**src/rtl/bus_master.sv**
```systemverilog
// bus_master: buffers read/write commands in a small FIFO and runs them one at a time
// against the 4-entry register slave. Define BUS_MASTER_STATS_EN for completion counters.
module bus_master #(
    parameter int unsigned ADDR_W = 2,
    parameter int unsigned DATA_W = 32,
    parameter int unsigned DEPTH  = 4
) (
    input  logic              clk,
    input  logic              rstn,
    input  logic              req_valid,
    output logic              req_ready,
    input  logic              req_write,
    input  logic [ADDR_W-1:0] req_addr,
    input  logic [DATA_W-1:0] req_wdata,
    output logic              rsp_valid,
    input  logic              rsp_ready,
    output logic              rsp_write,
    output logic [ADDR_W-1:0] rsp_addr,
    output logic [DATA_W-1:0] rsp_rdata,
    output logic              bus_rd,
    output logic              bus_wr,
    output logic [ADDR_W-1:0] bus_addr,
    output logic [DATA_W-1:0] bus_wdata,
    input  logic [DATA_W-1:0] bus_rdata,
    output logic              busy,
    output logic [15:0]       stat_wr_cnt,
    output logic [15:0]       stat_rd_cnt
);

    localparam int unsigned PtrW = (DEPTH > 1) ? $clog2(DEPTH) : 1;
    localparam int unsigned CntW = PtrW + 1;
    localparam int unsigned EntW = 1 + ADDR_W + DATA_W;

    typedef enum logic [1:0] {StIdle, StIssue, StCapture, StResp} state_e;

    state_e            state_q, state_d;
    logic              write_q, write_d;
    logic [ADDR_W-1:0] addr_q, addr_d;
    logic [DATA_W-1:0] wdata_q, wdata_d;
    logic [DATA_W-1:0] rdata_q, rdata_d;

    logic [EntW-1:0]   fifo_q [DEPTH];
    logic [PtrW-1:0]   wptr_q, rptr_q;
    logic [CntW-1:0]   cnt_q;
    logic              full, empty, push, pop;

    assign full      = (cnt_q == CntW'(DEPTH));
    assign empty     = (cnt_q == '0);
    // No bypass when full: a pop in the same cycle does not open a slot until the next one.
    assign req_ready = rstn & ~full;
    assign push      = req_valid & req_ready;
    assign pop       = (state_q == StIdle) & ~empty;

    always_ff @(posedge clk) begin
        if (push) begin
            fifo_q[wptr_q] <= {req_write, req_addr, req_wdata};
        end
    end

    always_ff @(posedge clk or negedge rstn) begin
        if (!rstn) begin
            wptr_q <= '0;
            rptr_q <= '0;
            cnt_q  <= '0;
        end else begin
            if (push) begin
                wptr_q <= wptr_q + PtrW'(1);
            end
            if (pop) begin
                rptr_q <= rptr_q + PtrW'(1);
            end
            if (push && !pop) begin
                cnt_q <= cnt_q + CntW'(1);
            end else if (pop && !push) begin
                cnt_q <= cnt_q - CntW'(1);
            end
        end
    end

    always_ff @(posedge clk or negedge rstn) begin
        if (!rstn) begin
            state_q <= StIdle;
            write_q <= 1'b0;
            addr_q  <= '0;
            wdata_q <= '0;
            rdata_q <= '0;
        end else begin
            state_q <= state_d;
            write_q <= write_d;
            addr_q  <= addr_d;
            wdata_q <= wdata_d;
            rdata_q <= rdata_d;
        end
    end

    always_comb begin
        state_d = state_q;
        write_d = write_q;
        addr_d  = addr_q;
        wdata_d = wdata_q;
        rdata_d = rdata_q;
        unique case (state_q)
            StIdle: begin
                if (!empty) begin
                    {write_d, addr_d, wdata_d} = fifo_q[rptr_q];
                    state_d = StIssue;
                end
            end
            StIssue: begin
                if (write_q) begin
                    rdata_d = '0;
                    state_d = StResp;
                end else begin
                    state_d = StCapture;
                end
            end
            // Slave dout was updated at the ISSUE edge; capture it at the end of this cycle.
            StCapture: begin
                rdata_d = bus_rdata;
                state_d = StResp;
            end
            StResp: begin
                if (rsp_ready) begin
                    state_d = StIdle;
                end
            end
            default: state_d = StIdle;
        endcase
    end

    assign bus_rd    = (state_q == StIssue) & ~write_q;
    assign bus_wr    = (state_q == StIssue) & write_q;
    assign bus_addr  = addr_q;
    assign bus_wdata = wdata_q;

    assign rsp_valid = (state_q == StResp);
    assign rsp_write = write_q;
    assign rsp_addr  = addr_q;
    assign rsp_rdata = rdata_q;

    assign busy = ~empty | (state_q != StIdle);

`ifdef BUS_MASTER_STATS_EN
    logic [15:0] wr_cnt_q, rd_cnt_q;
    logic        rsp_done;

    assign rsp_done = rsp_valid & rsp_ready;

    always_ff @(posedge clk or negedge rstn) begin
        if (!rstn) begin
            wr_cnt_q <= '0;
            rd_cnt_q <= '0;
        end else if (rsp_done) begin
            if (write_q && wr_cnt_q != 16'hFFFF) begin
                wr_cnt_q <= wr_cnt_q + 16'd1;
            end
            if (!write_q && rd_cnt_q != 16'hFFFF) begin
                rd_cnt_q <= rd_cnt_q + 16'd1;
            end
        end
    end

    assign stat_wr_cnt = wr_cnt_q;
    assign stat_rd_cnt = rd_cnt_q;
`else
    assign stat_wr_cnt = '0;
    assign stat_rd_cnt = '0;
`endif

endmodule

```
**config.mk**
```make
export PLATFORM = sky130hd
export DESIGN_NAME = bus_master
export DESIGN_NICKNAME = d
export VERILOG_FILES = /design/src/rtl/bus_master.sv
export SDC_FILE = /design/constraint.sdc
export NUM_CORES = 1
export LEC_CHECK = 0
export BUFFER_PORTS_ARGS = -buffer_cell sky130_fd_sc_hd__buf_2
export CORE_MARGIN = 2
export CORE_UTILIZATION = 58
export CTS_CLUSTER_DIAMETER = 40
export DETAILED_ROUTE_END_ITERATION = 6
export PLACE_DENSITY = 0.86
export SLEW_MARGIN = 40
export SYNTH_ARGS = -nofsm -noshare
export SYNTH_HDL_FRONTEND = slang
export SYNTH_SLANG_ARGS = --single-unit
```
**constraint.sdc**
```tcl
create_clock -name clk -period 6.05 [get_ports clk]
set_input_delay 0 -clock clk [delete_from_list [all_inputs] [get_ports clk]]
set_output_delay 0 -clock clk [all_outputs]
set_load 0.1 [all_outputs]
```
==> impl_metrics.csv <==
group,metric,value,unit
clock_network,worstSkewPairLatency,0.50,ns
die,io_pins,177,
yosys,yosys_warnings,0,
timing,fmax,386,MHz
final_layout,fin_nets,720,
final_layout,final_common_cell,"buf_2",
timing,final.min_clock_period,2.59,ns
timing,rsz0062_at_grt,"no",
setup_path,cp-start-kind,"flop",
routing,ant_nets,0,
timing,slew_violations,0,
yosys,avgSynthCellArea,19.9,um^2
job,maxCapViolCount,0,
clock_network,cts_sinks,216,
clock_network,cts_resized,0,
yosys,synth_top_family_by_area,"multiplexers",
die,core_area,14000,um^2
routing,drt_first_pass_iters,4,
yosys,synth-seq-area-share,73.2,%
clock_network,ctsHoldBuffers,69,
timing,skew,0.0171,ns
setup_path,regToRegSetupSlack,3.46,ns
place,io_buffer_count,144,
timing,max-slew-margin-rel,44.5,%
setup_path,reg2reg_depth,10,
die,start_util,59.6,%
timing,setup-tns-final,0,ns
setup_path,worstPathRequired,6.45,ns
global_routing,first_global_vias,4762,
yosys,synth.area.mux_share,14.8,%
min_path,min_delay_worst_endpoint,"wptr_q[0]",
clock_network,clk_path_buf_depth,3,
final_layout,layout_common_cells,"buf_2, edfxtp_1, dfrtp_1, dlygate4sd3_1, mux2_2",
yosys,synth-compound-area-share,4.01,%
yosys,syn_area,8340,um^2
die,dieArea,15400,um^2
setup_path,arrival,2.99,ns
yosys,netlist_instances,420,
place,gp_congestion,0.705,
routing,wl,16300,um
min_path,holdCritPathClass,"input pin to flop",
routing,via_per_inst,5.40,
timing,finalCritPeriodShare,42.8,%
global_routing,grt_pass1_wl,24500,um
setup_path,timing.rr.start,"state_q[0]",
setup_path,critical_path_class,"flop to flop",
global_routing,grt_max_degree,79,
global_routing,grt_usage,21.5,%
setup_path,cp_max_fo,38,
final_layout,area_growth,27.1,%
setup_path,r2r-end,"cnt_q[2]",
die,core.rowCount,43,
yosys,netlist-cell-type-count,28,
clock_network,cts-root-buf,"clkbuf_16",
clock_network,cts.clk_slew.worst_paths,0.06,ns
min_path,hold-path-cell-count,3,
place,dp_hpwl,9050,um
run_status,status,"completed",
routing,drt_iter0_drc,194,
clock_network,htree_num_levels,1,
final_layout,diodes,0,
final_layout,drive_gt1_share,40.5,%
timing,hold_violations,0,
yosys,synth_top_cell_area_share,50.4,%
clock_network,cts_setup_buffers,0,
timing,tightest_slew,0.830,ns
yosys,yosys.area_share.simple,0.870,%
clock_network,cts_tree,"yes",
min_path,min_from,"req_valid",
yosys,synth_xor_area_share,0.630,%
clock_network,cts_inserted_buffers,24,
yosys,synth_top_cells_by_area,"edfxtp_1, dfrtp_1, mux4_2, mux2_2, a22o_1",
global_routing,grt-ovfl-total,0,
global_routing,grt_antenna_before_repair,0,
setup_path,worstSetupEndpointType,"flop",
die,fp.dieH,124,um
routing,wl_per_cell,19.5,um
routing,drc,0,
yosys,synth_top_cell_by_area,"edfxtp_1",
yosys,synth_seq_cells,216,
die,die_w,124,um
routing,via_count,4516,
yosys,synth_fa_ha_area_share,1.59,%
timing,setup_violations,0,
-- sequential cells by signal (all words and copies together) (netlist names) --
| signal | flops |
|---|---|
| fifo_q | 140 |
| bus_wdata | 32 |
| rsp_rdata | 32 |
| cnt_q | 3 |
| bus_addr | 2 |
| rptr_q | 2 |
| state_q | 2 |
| wptr_q | 2 |
| rsp_write | 1 |
-- cells by family after synthesis --
group,Yosys count
adders and majority gates,10
muxes,73
other,1
xor gates and xnor gates,6
DFF,216
AOI/OAI and AO/OA,39
buffers and inverters,62
and+or+nand+nor,13
-- critical path, stage by stage (launching register included) --
cell and delay, ns:
dfrtp_1 0.40, inv_1 0.10, ha_1 0.27, o31ai_4 0.07, buf_4 0.49, ha_1 0.29, inv_1 0.07, fa_1 0.37
xor2_1 0.18, nor2_1 0.12, xnor2_1 0.14
-- layout make-up --
class / instances / area, um^2
fillers: 773 / 3390
clock buffers: 34 / 731
clock inverters: 10 / 81.3
repair buffers: 215 / 1430
flip-flops and latches: 216 / 6110
multi-input cells: 173 / 1990
well taps: 180 / 225
inverters: 9 / 33.8
-- worst max-delay path by stage --
stage | start | to | slack [ns] | cells past startpoint
finish | state_q[0] | cnt_q[2] | 3.46 | 10
global route | state_q[0] | cnt_q[2] | 3.25 | 10
CTS | state_q[0] | cnt_q[2] | 3.43 | 10
detailed placement | state_q[0] | cnt_q[2] | 3.43 | 10
global placement | rstn | fifo_q[1][2] | 3.59 | 3
floorplan | rsp_write | rsp_rdata[0] | 3.02 | 5
-- per-layer routing --
layer  track usage, %  up-vias  wire length, um
met4             6.04        0              355
li1                 -     2015                -
met5                0        -                0
met1             25.6     2284             6470
met3             3.71       34              980
met2             40.3      183             8500
-- through the flow --
stage | hold WS [ns] | utilization (%) | cell area, um^2 | setup slack, ns | std cells
final | 0.0188 | 75.8 | 10600 | 3.46 | 837
after global routing | 0.0253 | 75.8 | 10600 | 3.25 | 837
after global placement | 0.204 | 64.9 | 9070 | 3.59 | 724
after CTS | 0.00543 | 75.8 | 10600 | 3.43 | 837
after detailed placement | 0.0777 | 65.0 | 9100 | 3.43 | 724
after floorplan | -0.296 | - | 8450 | 3.02 | 451
-- Yosys cell counts (all sizes together) --
library cell and instances:
dfrtp 76, buf 45, ha 9, and2 5, nand2 1, o31ai 2, mux4 35, edfxtp 140
a22o 32, inv 9, fa 1, nor3 1, nor2 2, o2bb2a 1, or2 1, xnor2 4
xor2 2, a21oi 2, o311a 1, mux2 38, clkbuf 8, nor2b 3, o31a 1, conb 1
Power is left out: the tool's default activity adds up to more than one toggle a clock period on the data nets, which glitch-free logic cannot reach.
